==> src/rtl/sha256_pkg.sv <==
// Shared types, sizes and message-schedule sigma functions for the SHA-256 schedule sequencer.
package sha256_pkg;

  typedef logic [31:0] word_t;

  typedef enum logic [1:0] {
    ST_IDLE = 2'd0,
    ST_LOAD = 2'd1,
    ST_EMIT = 2'd2
  } state_e;

  localparam int WIN_DEPTH  = 16;
  localparam int MAX_ROUNDS = 64;

  function automatic word_t rotr(input word_t x, input int unsigned n);
    return (x >> n) | (x << (32 - n));
  endfunction

  function automatic word_t sigma0(input word_t x);
    return rotr(x, 7) ^ rotr(x, 18) ^ (x >> 3);
  endfunction

  function automatic word_t sigma1(input word_t x);
    return rotr(x, 17) ^ rotr(x, 19) ^ (x >> 10);
  endfunction

endpackage

==> src/rtl/msg_sched_sigma.sv <==
// Next schedule word from the current window taps: W[t+16] = s1(W[t+14]) + W[t+9] + s0(W[t+1]) + W[t].
module msg_sched_sigma
  import sha256_pkg::*;
(
  input  word_t w0,
  input  word_t w1,
  input  word_t w9,
  input  word_t w14,
  output word_t w_next
);

  assign w_next = sigma1(w14) + w9 + sigma0(w1) + w0;

endmodule

==> src/rtl/msg_sched_seq.sv <==
// SHA-256 message schedule sequencer: loads 16 message words, then streams W[0..ROUNDS-1]
// from a shifting 16-word window.
module msg_sched_seq
  import sha256_pkg::*;
#(
  parameter int ROUNDS = 64,
  parameter int W      = 32
) (
  input  logic         i_clk,
  input  logic         i_rst_n,
  input  logic         i_clear,
  input  logic         i_m_valid,
  input  logic [W-1:0] i_m_word,
  output logic         o_m_ready,
  output logic         o_w_valid,
  output logic [W-1:0] o_w_word,
  output logic [5:0]   o_w_idx,
  output logic         o_w_last,
  input  logic         i_w_ready,
  output logic         o_busy,
  output logic [1:0]   o_dbg_state
);

  localparam logic [1:0] IDLE = ST_IDLE;
  localparam logic [1:0] LOAD = ST_LOAD;
  localparam logic [1:0] EMIT = ST_EMIT;

  localparam logic [5:0] T_LAST   = (ROUNDS > MAX_ROUNDS) ? 6'(MAX_ROUNDS - 1) : 6'(ROUNDS - 1);
  localparam logic [3:0] LOAD_TOP = 4'(WIN_DEPTH - 1);

  logic [1:0]   state;
  logic [3:0]   load_cnt;
  logic [5:0]   t;
  logic [W-1:0] win [WIN_DEPTH];
  logic [W-1:0] w_next;
  logic         m_acc;
  logic         w_acc;

  // Handshakes: a word moves only on a cycle where its valid and ready are both high.
  // Input side (m) and output side (w) are independent; ready never depends on valid.
  assign m_acc = i_m_valid && o_m_ready;
  assign w_acc = o_w_valid && i_w_ready;

  msg_sched_sigma u_sigma (
    .w0     (win[0]),
    .w1     (win[1]),
    .w9     (win[9]),
    .w14    (win[14]),
    .w_next (w_next)
  );

  always_ff @(posedge i_clk) begin
    if (!i_rst_n) begin
      state    <= IDLE;
      load_cnt <= '0;
      t        <= '0;
      for (int i = 0; i < WIN_DEPTH; i++) win[i] <= '0;
    end else if (i_clear) begin
      state    <= IDLE;
      load_cnt <= '0;
      t        <= '0;
    end else begin
      case (state)
        IDLE, LOAD: begin
          if (m_acc) begin
            win[load_cnt] <= i_m_word;
            load_cnt      <= load_cnt + 4'd1;
            if (load_cnt == LOAD_TOP) begin
              state <= EMIT;
              t     <= '0;
            end else begin
              state <= LOAD;
            end
          end
        end
        EMIT: begin
          if (w_acc) begin
            for (int i = 0; i < WIN_DEPTH - 1; i++) win[i] <= win[i+1];
            win[WIN_DEPTH-1] <= w_next;
            if (t == T_LAST) begin
              state <= IDLE;
              t     <= '0;
            end else begin
              t <= t + 6'd1;
            end
          end
        end
        default: state <= IDLE;
      endcase
    end
  end

  // Outputs come straight from registers, so i_w_ready never reaches o_w_word combinationally.
  assign o_m_ready   = i_rst_n && (state != EMIT);
  assign o_w_valid   = (state == EMIT);
  assign o_w_word    = win[0];
  assign o_w_idx     = t;
  assign o_w_last    = o_w_valid && (t == T_LAST);
  assign o_busy      = (state != IDLE);
  assign o_dbg_state = state;

endmodule

==> config.mk <==
export PLATFORM = sky130hd
export DESIGN_NAME = msg_sched_seq
export DESIGN_NICKNAME = d
export VERILOG_FILES = /design/src/rtl/sha256_pkg.sv /design/src/rtl/msg_sched_sigma.sv /design/src/rtl/msg_sched_seq.sv
export SDC_FILE = /design/constraint.sdc
export NUM_CORES = 1
export LEC_CHECK = 0
export BUFFER_PORTS_ARGS = -buffer_cell sky130_fd_sc_hd__buf_2
export CAP_MARGIN = 5
export CELL_PAD_IN_SITES_DETAIL_PLACEMENT = 1
export CELL_PAD_IN_SITES_GLOBAL_PLACEMENT = 2
export CORE_ASPECT_RATIO = 0.5
export CORE_MARGIN = 1.5
export CORE_UTILIZATION = 47
export DETAILED_ROUTE_END_ITERATION = 8
export PLACE_DENSITY_LB_ADDON = 0.1
export SLEW_MARGIN = 0
export SYNTH_ARGS = -nofsm -noshare
export SYNTH_HDL_FRONTEND = slang
export SYNTH_SLANG_ARGS = --single-unit
==> constraint.sdc <==
create_clock -name i_clk -period 7.5 [get_ports i_clk]
set_input_delay 0.75 -clock i_clk [delete_from_list [all_inputs] [get_ports i_clk]]
set_output_delay 0.75 -clock i_clk [all_outputs]
set_load 0.02 [all_outputs]
==> results.env <==
COMBINATIONALPOWERSHARE=0.373
GRT_PASS1_WL_UM=135700
POSTROUTEANTENNANETS=0
PLACE_WS_NS=2.627
CTS_BUFFERS=49
YS_FF_LATCH=524
DRT_ITER0_DRC=2404
FIRST_PASS_ITERS=5
YOSYS_WARNINGS=0
LAYOUT-AREA-OVERHEAD-VS-SYNTH_PCT=9.438
CP_DATA_REQUIRED_TIME_NS=7.84
CTS.REPAIR_TIMING.SETUP_BUFFER_COUNT=0
HOLD_VIOL=0
SLEW_HEADROOM=0.2203
CRIT_PATH_TOP_DELAY_CELL='sky130_fd_sc_hd__o41ai_1'
YOSYS.CELL_COUNT.TOP_TYPE='sky130_fd_sc_hd__edfxtp_1'
SHARE_OF_THE_CLOCK_PERIOD_USED_BY_THE_WORST_PATH_AFTER_LAYOUT=0.6813
P_SWITCHING_mW=3.945
DR_TOTAL_VIAS=18830
POSTSYNTHNETCOUNT=2385
ROOT_BUFFER='sky130_fd_sc_hd__clkbuf_16'
PLACE_CONGESTION=0.9924
FIN_CRIT_NS=5.110
WORSTSETUPPATHTYPE='flip-flop to flip-flop'
SYNTH_ASYNC_RESET_RATIO=0
GRT_USAGE=0.3303
CLOCK_POWER_SHARE=0.246
CP-START-KIND='flip-flop'
DRC_ERRORS=0
LEAKAGEPOWER_nW=10.82
TIMING.CRITICAL_PATH.MAX_DELAY_FAMILY='compound AO/OA/AOI/OAI gates'
CELL_INTERNAL_PWR_mW=6.194
YOSYSTOPAREACELL='sky130_fd_sc_hd__edfxtp_1'
GRT_ANTENNA_BEFORE_REPAIR=6
SYNTH.TOP_CELLS.BY_AREA='sky130_fd_sc_hd__edfxtp_1 58%, sky130_fd_sc_hd__a22o_1 11%, sky130_fd_sc_hd__nand2_1 5.4%'
CRITICAL_PATH.ENDPOINT_TYPE='flip-flop'
FINAL_UTIL=0.5230
CORE_AREA_UM2=55870
WORST_HOLD_PATH_TYPE='input pin to flip-flop'
WORSTPATHBUFFERINVERTERCOUNT=3
SYNTH_CELLS=2250
CLKLATENCYLATEPIN_NS=0.61
FINAL_NET_COUNT=2347
WIRELENGTH_UM=96210
MAX_FREQ_MHz=195.7
OUTCOME='finished, final reports clean'
TIMING.CLOCK.SKEW_NS=0.02383
DIE_H_UM=171.5
TOP_CELLS_BY_INSTANCE_COUNT_AFTER_SYNTHESIS='512 x sky130_fd_sc_hd__edfxtp_1, 385 x sky130_fd_sc_hd__nand2_1, 321 x sky130_fd_sc_hd__a22o_1'
CLOCK_TREE_FROM_TRITONCTS='yes'
WORST_SLACK_NS=2.390
MULTI_INPUT_COMB_AREA_UM2=9846
FIRST_GLOBAL_VIAS=17870
DRIVE_GT1_FRAC=0.1018
CRITICAL_PATH.MAX_FANOUT=5
YOSYSSEQAREASHARE=0.5849
BOUNDARYPINS=81
HTREE_NUM_LEVELS=2
GRT-OVFL-TOTAL=0
CTS_NUM_SINKS=524
CRITPATHMAXSTAGEDELAY_NS=0.74
VIAS_PER_CELL=6.261
YOSYS.AREA.TOP_TYPE_SHARE=0.5759
REPORT.FINAL.SETUP_VIOL=0
DIEAREA_UM2=58330
LARGEST_NET_DEGREE_AT_THE_START_OF_GLOBAL_ROUTING=190
DP_HPWL_UM=67370
GRT_SETUP_UNREPAIRED='false'
INITIAL_UTILIZATION=0.4779
CTS_HOLD_BUF=0
POWER.SHARE.SEQUENTIAL=0.381
SETUP_TNS_NS=0
CTS.REPAIR.RESIZED=0
YOSYSUNIQUECELLTYPES=62
CP_CELL_SEQUENCE='xnor2_1 -> xnor2_1 -> fa_1 -> inv_1 -> fa_1 -> inv_1 -> ha_1 -> inv_1 -> fa_1 -> and2b_1 -> o2111ai_1 -> a21oi_1 -> o21ai_1 -> o41ai_1 -> xnor2_1 -> o21ai_1'
FLOORPLAN.ROWS=61
POST_DRT_WL_PER_CELL_UM=32.00
CELLPOWERDENSITY_nW_PER_UM2=347.0
SYNTH_FLOP_CELL='sky130_fd_sc_hd__edfxtp_1'
MAX-VDD-IR-DROP_mV=0.2254
FINAL_MAX_SLEW_VIOL_COUNT=0
POWER_SWITCHING_SHARE=0.3891
SEQCELLAREA_UM2=15620
SYNTH-EDFF-COUNT=512
DIE-WIDTH_UM=340.1
WORST_SLEW_PIN_SLEW_NS=1.165
FILLERINSTANCES=5780
BUFFER_PORTS.INSERTED=80
NETLIST_AREA_UM2=26700
SYNTH_AREA_PER_CELL_UM2=11.87
CRITPATHARRIVALTIME_NS=5.45
MAX-CAP-VIOLATIONS=0
CLK_PIN_SLEW_NS=0.07
MAX-CLOCK-PATH-BUFFERS=3
-- sequential cells by signal (all words and copies together), names as in the netlist --
register	flops
load_cnt	4
o_dbg_state	2
o_w_idx	6
win	512
-- layer usage --
layer,part of all wire,global-route usage,up-vias
met5,0.00014,0,-
met4,0.021,0.06774,2
met3,0.10,0.06631,107
li1,-,-,8007
met2,0.40,0.4570,841
met1,0.47,0.5278,9870
-- through the flow --
step / power (mW) / area, um^2 / std cells / hold slack (ns)
floorplan: 6.214 / 26700 / 2250 / 0.4817
global placement: 7.540 / 27690 / 2917 / 0.5022
detailed placement: 7.586 / 27690 / 2917 / 0.5137
CTS: 10.06 / 29220 / 3006 / 0.4035
global route: 10.60 / 29220 / 3006 / 0.4258
finish: 10.14 / 29220 / 3007 / 0.4275
-- logic make-up after synthesis --
kind of cell / Yosys count / synth area share
XOR/XNOR: 152 / 0.04986
adder cells (fa/ha/maj): 98 / 0.06336
buffers and inverters: 359 / 0.05427
multiplexers: 2 / 0.0007499
AO/OA/AOI/OAI: 626 / 0.1702
AND/OR/NAND/NOR: 489 / 0.07667
flip-flops: 524 / 0.5849
-- layout by cell type (no fill, tap or decap), types with 7 or more instances in the layout --
cell                        netlist  layout
sky130_fd_sc_hd__inv_1          152     152
sky130_fd_sc_hd__nand2b_1        13      13
sky130_fd_sc_hd__a21oi_1         29      29
sky130_fd_sc_hd__nand3_1         13      13
sky130_fd_sc_hd__nand2_1        385     385
sky130_fd_sc_hd__a21o_1          12      12
sky130_fd_sc_hd__a22o_1         321     321
sky130_fd_sc_hd__o31ai_1          7       7
sky130_fd_sc_hd__clkinv_1         0      10
sky130_fd_sc_hd__fa_1            62      62
sky130_fd_sc_hd__o21ai_0        197     185
sky130_fd_sc_hd__ha_1            36      36
sky130_fd_sc_hd__buf_4            0      36
sky130_fd_sc_hd__o21ai_4          0      12
sky130_fd_sc_hd__clkbuf_16        0      51
sky130_fd_sc_hd__nor2_2           5       7
sky130_fd_sc_hd__xnor2_1        121     121
sky130_fd_sc_hd__and3_1           8       8
sky130_fd_sc_hd__dfxtp_1         12      12
sky130_fd_sc_hd__clkbuf_1        93      12
sky130_fd_sc_hd__clkinv_2         0       8
sky130_fd_sc_hd__a31oi_1         12      12
sky130_fd_sc_hd__xor2_1          31      31
sky130_fd_sc_hd__o21ai_1         17      17
sky130_fd_sc_hd__edfxtp_1       512     512
sky130_fd_sc_hd__nand4_1         11      11
sky130_fd_sc_hd__buf_2           77      79
sky130_fd_sc_hd__nor2_1          32      24
-- path summary, 6_finish.rpt --
kind / from / to / slack [ns] / cells past startpoint
min: i_m_valid / o_dbg_state[1] / 0.43 / 2
max: win[1][19] / win[15][31] / 2.39 / 16
min reg2reg: load_cnt[1] / load_cnt[1] / 0.53 / 2
max reg2reg: win[1][19] / win[15][31] / 2.39 / 16
-- area by class of cell --
cell class,count,share of cell area
sequential,524,0.5344
multi-input combinational,1367,0.3370
clock buffer,63,0.04522
tap,756,0.03237
timing repair buffer,117,0.02415
inverter,153,0.01966
clock inverter,26,0.007109
antenna,1,0.00008565
-- power by group through the flow --
stage	Sequential (mW)	Clock, mW	Combinational [mW]
6_report	3.86	2.49	3.78
3_5_place_dp	3.89	0	3.70
4_1_cts	3.83	2.51	3.71
3_3_place_gp	3.89	0	3.65
2_1_floorplan	3.75	0	2.47
5_1_grt	3.87	2.63	4.11
Power figures use the tool's default switching activity.
